### config.mk
export PLATFORM = sky130hd
export DESIGN_NAME = sdram_port_arbiter_flat
export DESIGN_NICKNAME = d
export VERILOG_FILES = /design/src/rtl/sdram_arb_pkg.sv /design/src/rtl/sdram_port_arbiter_if.sv /design/src/rtl/rr_arb2.sv /design/src/rtl/sdram_port_arbiter.sv /design/src/flat_wrapper.sv
export SDC_FILE = /design/constraint.sdc
export NUM_CORES = 1
export LEC_CHECK = 0
export BUFFER_PORTS_ARGS = -buffer_cell sky130_fd_sc_hd__buf_2
export CAP_MARGIN = 20
export CORE_MARGIN = 8
export CORE_UTILIZATION = 40
export CTS_BUF_LIST = sky130_fd_sc_hd__clkbuf_16
export DETAILED_ROUTE_END_ITERATION = 16
export PLACE_DENSITY = 0.76
export SLEW_MARGIN = 20
export SYNTH_ARGS = -nofsm -noshare
export SYNTH_HDL_FRONTEND = slang
export SYNTH_HIERARCHICAL = 1
export SYNTH_SLANG_ARGS = --single-unit
### constraint.sdc
create_clock -name clk_i -period 2.9 [get_ports clk_i]
set_clock_uncertainty 0.15 [all_clocks]
set_input_delay 0.725 -clock clk_i [delete_from_list [all_inputs] [get_ports clk_i]]
set_output_delay 0.725 -clock clk_i [all_outputs]
set_load 0.02 [all_outputs]
### src/rtl/sdram_arb_pkg.sv
// Shared types and constants for the two-port SDRAM arbiter.
package sdram_arb_pkg;
  localparam int AddrWidth = 25;
  localparam int DataWidth = 16;
  localparam int NumPorts  = 2;

  typedef enum logic [1:0] {
    ST_IDLE  = 2'd0,
    ST_WRITE = 2'd1,
    ST_READ  = 2'd2
  } state_t;

  localparam logic [1:0] CMD_IDLE  = 2'd0;
  localparam logic [1:0] CMD_WRITE = 2'd1;
  localparam logic [1:0] CMD_READ  = 2'd2;
endpackage

### src/rtl/sdram_port_arbiter_if.sv
// Bundle of requester-side and controller-side signals around the arbiter.
interface sdram_port_arbiter_if import sdram_arb_pkg::*; ();
  logic [NumPorts-1:0]                p_req_i;
  logic [NumPorts-1:0]                p_we_i;
  logic [NumPorts-1:0][AddrWidth-1:0] p_addr_i;
  logic [NumPorts-1:0][DataWidth-1:0] p_wdata_i;
  logic [NumPorts-1:0]                p_ack_o;
  logic [DataWidth-1:0]               p_rdata_o;
  logic [NumPorts-1:0]                p_rvalid_o;
  logic [1:0]                         sd_cmd_o;
  logic [AddrWidth-1:0]               sd_addr_o;
  logic [DataWidth-1:0]               sd_wdata_o;
  logic [DataWidth-1:0]               sd_rdata_i;
  logic                               sd_rvalid_i;
  logic                               sd_wdone_i;

  modport slave (
    input  p_req_i, p_we_i, p_addr_i, p_wdata_i,
    output p_ack_o, p_rdata_o, p_rvalid_o,
    output sd_cmd_o, sd_addr_o, sd_wdata_o,
    input  sd_rdata_i, sd_rvalid_i, sd_wdone_i
  );

  modport master (
    output p_req_i, p_we_i, p_addr_i, p_wdata_i,
    input  p_ack_o, p_rdata_o, p_rvalid_o,
    input  sd_cmd_o, sd_addr_o, sd_wdata_o,
    output sd_rdata_i, sd_rvalid_i, sd_wdone_i
  );
endinterface

### src/rtl/rr_arb2.sv
// Combinational two-way round-robin grant: on conflict the port not granted last wins.
module rr_arb2 (
  input  logic [1:0] req,
  input  logic       last,
  output logic [1:0] grant
);
  logic winner;

  always_comb begin
    winner = (req == 2'b11) ? ~last : req[1];
    grant  = 2'b00;
    if (req != 2'b00) begin
      grant = winner ? 2'b10 : 2'b01;
    end
  end
endmodule

### src/rtl/sdram_port_arbiter.sv
// Two-port arbiter in front of an SDRAM controller: one transaction at a time,
// round-robin grant, read beats passed straight through to the owning port.
module sdram_port_arbiter import sdram_arb_pkg::*; #(
  parameter int ReadBurstLength = 1
) (
  input  logic                 clk_i,
  input  logic                 rst_i,
  sdram_port_arbiter_if.slave  bus
);
  localparam int BeatWidth = $clog2(ReadBurstLength) + 1;
  localparam logic [BeatWidth-1:0] LastBeat = BeatWidth'(ReadBurstLength);

  state_t               state_reg, state_next;
  logic                 owner_reg, owner_next;
  logic                 last_reg, last_next;
  logic [BeatWidth-1:0] beat_reg, beat_next, beat_inc;
  logic [1:0]           cmd_reg, cmd_next;
  logic [AddrWidth-1:0] addr_reg, addr_next;
  logic [DataWidth-1:0] wdata_reg, wdata_next;
  logic [NumPorts-1:0]  grant, ack, rvalid;

  rr_arb2 u_rr_arb2 (
    .req   (bus.p_req_i),
    .last  (last_reg),
    .grant (grant)
  );

  // last_reg resets to port 1 so that port 0 wins the first conflict.
  always_ff @(posedge clk_i) begin
    if (rst_i) begin
      state_reg <= ST_IDLE;
      owner_reg <= 1'b0;
      last_reg  <= 1'b1;
      beat_reg  <= '0;
      cmd_reg   <= CMD_IDLE;
      addr_reg  <= '0;
      wdata_reg <= '0;
    end else begin
      state_reg <= state_next;
      owner_reg <= owner_next;
      last_reg  <= last_next;
      beat_reg  <= beat_next;
      cmd_reg   <= cmd_next;
      addr_reg  <= addr_next;
      wdata_reg <= wdata_next;
    end
  end

  assign beat_inc = beat_reg + 1'b1;

  always_comb begin
    state_next = state_reg;
    owner_next = owner_reg;
    last_next  = last_reg;
    beat_next  = beat_reg;
    cmd_next   = cmd_reg;
    addr_next  = addr_reg;
    wdata_next = wdata_reg;
    ack        = '0;
    rvalid     = '0;
    case (state_reg)
      ST_IDLE: begin
        if (grant != 2'b00) begin
          owner_next = grant[1];
          last_next  = grant[1];
          beat_next  = '0;
          addr_next  = bus.p_addr_i[grant[1]];
          wdata_next = bus.p_wdata_i[grant[1]];
          if (bus.p_we_i[grant[1]]) begin
            state_next = ST_WRITE;
            cmd_next   = CMD_WRITE;
          end else begin
            state_next = ST_READ;
            cmd_next   = CMD_READ;
          end
        end
      end
      ST_WRITE: begin
        if (bus.sd_wdone_i) begin
          ack[owner_reg] = 1'b1;
          state_next     = ST_IDLE;
          cmd_next       = CMD_IDLE;
        end
      end
      ST_READ: begin
        // The read command is dropped once the controller has started returning beats.
        if (bus.sd_rvalid_i) begin
          rvalid[owner_reg] = 1'b1;
          cmd_next          = CMD_IDLE;
          beat_next         = beat_inc;
          if (beat_inc == LastBeat) begin
            ack[owner_reg] = 1'b1;
            state_next     = ST_IDLE;
          end
        end
      end
      default: begin
        state_next = ST_IDLE;
        cmd_next   = CMD_IDLE;
      end
    endcase
  end

  // Strobes are suppressed during reset so an abandoned transaction never completes.
  assign bus.p_ack_o    = rst_i ? '0 : ack;
  assign bus.p_rvalid_o = rst_i ? '0 : rvalid;
  assign bus.p_rdata_o  = bus.sd_rdata_i;
  assign bus.sd_cmd_o   = cmd_reg;
  assign bus.sd_addr_o  = addr_reg;
  assign bus.sd_wdata_o = wdata_reg;
endmodule

### src/flat_wrapper.sv
// flat-port wrapper written by rule: the top's interface ports become plain ports
module sdram_port_arbiter_flat import sdram_arb_pkg::*;
#(
  parameter int ReadBurstLength = 1
)
  (clk_i, rst_i, bus_p_req_i, bus_p_we_i, bus_p_addr_i, bus_p_wdata_i, bus_p_ack_o, bus_p_rdata_o, bus_p_rvalid_o, bus_sd_cmd_o, bus_sd_addr_o, bus_sd_wdata_o, bus_sd_rdata_i, bus_sd_rvalid_i, bus_sd_wdone_i);
  sdram_port_arbiter_if bus_i ();
  input  logic clk_i;
  input  logic rst_i;
  input wire logic [$bits(bus_i.p_req_i)-1:0] bus_p_req_i;
  input wire logic [$bits(bus_i.p_we_i)-1:0] bus_p_we_i;
  input wire logic [$bits(bus_i.p_addr_i)-1:0] bus_p_addr_i;
  input wire logic [$bits(bus_i.p_wdata_i)-1:0] bus_p_wdata_i;
  output wire logic [$bits(bus_i.p_ack_o)-1:0] bus_p_ack_o;
  output wire logic [$bits(bus_i.p_rdata_o)-1:0] bus_p_rdata_o;
  output wire logic [$bits(bus_i.p_rvalid_o)-1:0] bus_p_rvalid_o;
  output wire logic [$bits(bus_i.sd_cmd_o)-1:0] bus_sd_cmd_o;
  output wire logic [$bits(bus_i.sd_addr_o)-1:0] bus_sd_addr_o;
  output wire logic [$bits(bus_i.sd_wdata_o)-1:0] bus_sd_wdata_o;
  input wire logic [$bits(bus_i.sd_rdata_i)-1:0] bus_sd_rdata_i;
  input wire logic [$bits(bus_i.sd_rvalid_i)-1:0] bus_sd_rvalid_i;
  input wire logic [$bits(bus_i.sd_wdone_i)-1:0] bus_sd_wdone_i;
  assign bus_i.p_req_i = bus_p_req_i;
  assign bus_i.p_we_i = bus_p_we_i;
  assign bus_i.p_addr_i = bus_p_addr_i;
  assign bus_i.p_wdata_i = bus_p_wdata_i;
  assign bus_p_ack_o = bus_i.p_ack_o;
  assign bus_p_rdata_o = bus_i.p_rdata_o;
  assign bus_p_rvalid_o = bus_i.p_rvalid_o;
  assign bus_sd_cmd_o = bus_i.sd_cmd_o;
  assign bus_sd_addr_o = bus_i.sd_addr_o;
  assign bus_sd_wdata_o = bus_i.sd_wdata_o;
  assign bus_i.sd_rdata_i = bus_sd_rdata_i;
  assign bus_i.sd_rvalid_i = bus_sd_rvalid_i;
  assign bus_i.sd_wdone_i = bus_sd_wdone_i;
  sdram_port_arbiter #(.ReadBurstLength(ReadBurstLength)) u_core (.clk_i(clk_i), .rst_i(rst_i), .bus(bus_i));
endmodule
=== After elaboration in Yosys (flattened, before gate mapping) ===
Cells that the tools add are included.

* Add/subtract/negate cells: 1
* Magnitude comparators: 3
* Eq/ne operators: 7
* Mux-type cells: 30
* Bitwise operators: 1
* Reductions and logical operators: 9

{| class="wikitable"
|+ Operators with widths
! kind !! number
|-
| 25-bit 2-to-1 mux || 2
|-
| 16-bit 2-to-1 mux || 2
|-
| 2-bit 2-to-1 mux || 15
|-
| 2-bit one-hot mux with 3 select lines || 2
|-
| 1-bit 2-to-1 mux || 6
|-
| 3-bit AND reduction || 2
|-
| 2-bit nonzero test || 3
|-
| 2-bit equality test (second input constant) || 2
|-
| 1-bit by 2-bit < comparator with 1-bit output (second input constant) || 2
|-
| 2-bit by 1-bit != test with 1-bit output (second input constant) || 2
|-
| 2-bit != test (second input constant) || 2
|-
| 2-bit one-hot mux with 2 select lines || 1
|-
| 4-bit AND reduction || 1
|-
| 2-bit by 1-bit equality test with 1-bit output (second input constant) || 1
|-
| 2-bit logical NOT || 1
|-
| 1-bit one-hot mux with 2 select lines || 1
|-
| 2-bit AND reduction || 1
|-
| 1-bit adder (second input constant) || 1
|-
| 1-bit demux with 1-bit select || 1
|-
| 1-bit >= comparator (second input constant) || 1
|-
| 1-bit logical AND || 1
|-
| 1-bit NOT || 1
|}

* Bits in registers: 48
* Input bits: 106
* Output and inout bits: 63
* Word-level logic and storage cells: 58

=== Depth between registers and ports, before layout ===
* Depth in word-level cells: 9
* Mapped depth: 8
* Gate-level depth less buffers: 6

=== Modules after synthesis ===
Netlist, hierarchy kept.

{| class="wikitable"
|+ By module, submodules not included
! module !! instances !! cells an instance !! area each (um^2) !! seq. area each (um^2)
|-
| sdram_port_arbiter || 1 || 251 || 2,600.0 || 960.9
|-
| rr_arb2 || 1 || 3 || 18.8 || 0.0
|}

=== Worst setup path after synthesis ===
No wires, ideal clock.

* Path kind: input -> output
* Start point: input rst_i
* End point: output bus_p_ack_o[0]
* Arrival time: 1.613 ns
* Required time: 2.025 ns
* Slack: 0.412 ns
* Cell stages on the path: 3
* Path buffers: 2
* Cells stage by stage: clkbuf_1 -> clkbuf_1 -> nor3_1

* Word-level cells in the longest chain between the ends: 1

{| class="wikitable"
|+ RTL lines
! item !! line !! RTL
|-
| start, declared || flat_wrapper.sv:9 || <nowiki>input logic rst_i;</nowiki>
|-
| 2-bit 2-to-1 mux || sdram_port_arbiter.sv:105 || <nowiki>assign bus.p_ack_o = rst_i ? '0 : ack;</nowiki>
|-
| end, declared || flat_wrapper.sv:14 || <nowiki>output wire logic [$bits(bus_i.p_ack_o)-1:0] bus_p_ack_o;</nowiki>
|}

Every way passes these cells.

=== Worst setup path after layout ===
* Start point: register u_core.state_reg[0]
* End point: output bus_p_ack_o[0]

* Word-level cells in the longest chain between the ends: 3
* Elaborated cells between the ends (all ways): 4
* Those cells by class: eq/ne (2); mux (2)

{| class="wikitable"
|+ RTL lines
! item !! line !! RTL
|-
| start, declared || sdram_port_arbiter.sv:13 || <nowiki>state_t state_reg, state_next;</nowiki>
|-
| start signal, assigned || sdram_port_arbiter.sv:39 || <nowiki>state_reg <= state_next;</nowiki>
|-
| 2-bit equality test / 2-bit by 1-bit equality test with 1-bit output (equally long branches) || sdram_port_arbiter.sv:61 || <nowiki>case (state_reg)</nowiki>
|-
| 2-bit one-hot mux with 2 select lines * || sdram_port_arbiter.sv:61 ||
|-
| 2-bit 2-to-1 mux * || sdram_port_arbiter.sv:105 ||
|}

Mark *: on every way between the ends. The rest lies on a longest branch, timed or not.

==> run metrics <==
status=finished, final reports clean; initial antenna violation count=0; Crit Path Category=register to output pin; dpl hpwl=5.34 mm; Area after DPL=roughly 3200 um2; CP most frequent cell=nand2_1; Worst Path Buf+Inv=2; syn_nets=363; hold_sp=u_core/bus.sd_cmd_o[1]; Port-buffer cells=136; RSZ-0062 raised after global routing=no; register-to-register path setup slack=roughly 0.99 ns; clock latency on the worst-skew pair=0.27 ns; fraction of power spent switching nets=37.7%; layout cell share with drive strength beyond 1=between 50% and 60%; # nets final=approximately 480; drt first pass iters=4; Die Y=96.9 um; CTS tree=built; Post-Syn Area=between 2000 and 3000 um2; FILL cells=581; YS warnings=6; fin area=3340 um2; die area=9390 um2; vias=2152; crit path time final=2.54 ns; CTS H-Tree Depth=2; cts hold-fix bufs=0; num ports=between 150 and 200; Mapped Cells=254; max-slew violation count=0; largest net degree at the start of global routing=45; Critical Path End Type=output pin; max reg flops=25; Root Driver=clkbuf_16; drt total wl=6.77 mm; WL/cell=15.3 um; actual slew at the worst max-slew pin=about 0.49 ns; Distinct cells, synth=27; reg2reg start=u_core/state_reg[1]; max incr delay on CP=between 0.3 and 0.4 ns; placed cell count=436; initial core utilization=41.2%; Clock power frac=21.3%; total power draw=2.46 mW; # rows=29; vias in the first global route=2207; startpoint types=register; worst hold endpoint=u_core/bus.sd_cmd_o[1]; Sw Pwr=0.927 mW; final hold vios=0; Peak Freq=0.394 GHz; fin crit share=~90%; max cap viols=0; DRC=0; Setup Fix Bufs, Post-CTS=0; Vias/cell=just under 5; sequential share of the synthesized area=36.7%; critical path required time=approximately 2 ns; Util after Layout=52.6%; first-pass GRT wire length=10.3 mm; CTS Buf Count=5; PD cells=between 700 and 800 nW/um2; Crit path max-delay family=simple AND/OR/NAND/NOR gates; r2r endpoint=u_core/bus.sd_addr_o[13]; endpoints failing setup=0; Max IR drop VDD=0.000354 V; crit-path cells=inv_1 -> ha_1 -> nand2_1 -> o21ai_1 -> nand2_1 -> nor3_1 -> buf_2; Final TNS setup=0 ns; CTS Sinks=48; grt ovf=0; slowest stage cell, crit path=dfxtp_1; core box area=around 6300 um2; fin cells=443; Worst Reg-to-Reg Cells=6; die width=96.9 um; remaining antenna violation count=0; maximum buffer depth of the clock tree=2; clk slew on worst S/H paths=0.06 ns; GRT Overall Usage=12.9%; gpl congestion=0.884; Internal Power=1.53 mW; Comb pwr share=42.6%; Reg power frac=36.1%; post-synthesis register bit count=between 40 and 50; number of DRC markers in iteration 0=91; Avg Cell Area, Syn=10.3 um2; leakage=1.55 nW; crit-path max FO=5; max_slew headroom=67.0%; growth of design area from synthesis to finish=27.4%; post-CTS resize count=0; Worst EP arrival=1.66 ns; Min-Delay Path Class=register to register; worst hold path cell count=2; diode count=0
## power by group through the flow
stage               registers [mW]  clock network (mW)  logic [mW]
floorplan                     1.07                   0       0.668
global placement             0.896                   0        1.03
detailed placement           0.903                   0        1.06
CTS                          0.890               0.555        1.06
global route                 0.908               0.580        1.13
finish                       0.889               0.523        1.05
## cells in the final DEF (no fill, tap or decap), types with 2 or more instances in the layout
| cell type | count |
|---|---|
| nand3b_1 | 2 |
| a21oi_1 | 3 |
| buf_4 | 5 |
| inv_1 | 6 |
| nor3_1 | 3 |
| nand2_1 | 5 |
| buf_2 | 136 |
| dfxtp_1 | 48 |
| mux2i_1 | 44 |
| clkbuf_16 | 5 |
| ha_1 | 3 |
| a211oi_2 | 41 |
| nand2b_1 | 5 |
| nor2_1 | 45 |
## worst min-delay path, cell delays in order, from the launching register on
cell and delay [ns]:
dfxtp_1 0.31, nand2b_1 0.07, a21oi_1 0.05
## cell type report
type                       instances  area (um2)  area share (%)
inverter                           5        18.8           0.562
timing repair buffer             142         738            22.1
clock inverter                     2        8.76           0.262
tap                               77        96.3            2.89
multi-input combinational        164        1390            41.6
sequential                        48         961            28.8
clock buffer                       5         125            3.75
## Yosys cell counts
library cell | count | area share [%]
ha_1 | 3 | 1.4
clkbuf_1 | 5 | 0.72
nand2_1 | 5 | 0.72
inv_1 | 5 | 0.72
a31oi_1 | 1 | 0.24
a211oi_2 | 41 | 20
a21oi_1 | 3 | 0.57
or3b_1 | 1 | 0.33
nor2_1 | 45 | 6.4
nor3_1 | 3 | 0.57
a22oi_1 | 1 | 0.29
o21ai_1 | 1 | 0.19
o21ai_0 | 1 | 0.19
buf_6 | 6 | 2.6
a21boi_1 | 2 | 0.57
buf_2 | 5 | 0.96
o21a_1 | 1 | 0.29
dfxtp_1 | 48 | 37
a221oi_4 | 1 | 1.0
nand2b_1 | 5 | 1.2
nor3b_2 | 1 | 0.48
nand2_2 | 1 | 0.24
nand3b_1 | 2 | 0.57
buf_4 | 21 | 6.0
mux2i_1 | 44 | 17
nand3_1 | 1 | 0.19
a221o_1 | 1 | 0.38
## kinds of logic after synthesis
logic type | after synthesis | share of synthesized area (%)
compound gates | 53 | 23.3
buf+inv | 42 | 11.0
fa+ha+maj | 3 | 1.43
simple gates | 64 | 10.7
mux | 44 | 16.8
flops | 48 | 36.7
## per-layer routing
layer	GRT usage (%)	routed length [um]	vias up	part of all wire, %
li1	-	-	1100	-
met1	13.5	2650	939	39
met2	21.6	3260	99	48
met3	6.47	712	14	11
met4	4.50	146	0	2.2
met5	0	0	-	0
## through the flow
stage,setup slack (ns),hold slack (ns)
finish,0.362,0.339
global route,0.197,0.355
CTS,0.349,0.337
detailed placement,0.579,0.324
global placement,0.618,0.323
floorplan,0.412,0.319
## worst max-delay path by stage
stage	start	endpoint	slack, ns	cells past startpoint
3_5_place_dp	bus_p_req_i[0]	u_core/state_reg[0]	0.58	6
5_1_grt	u_core/state_reg[0]	bus_p_ack_o[0]	0.20	7
3_3_place_gp	bus_sd_rvalid_i	bus_p_ack_o[0]	0.62	6
4_1_cts	u_core/state_reg[0]	bus_p_ack_o[0]	0.35	7
6_report	u_core/state_reg[0]	bus_p_ack_o[0]	0.36	7
2_1_floorplan	rst_i	bus_p_ack_o[0]	0.41	3
Power figures use the tool's default switching activity.
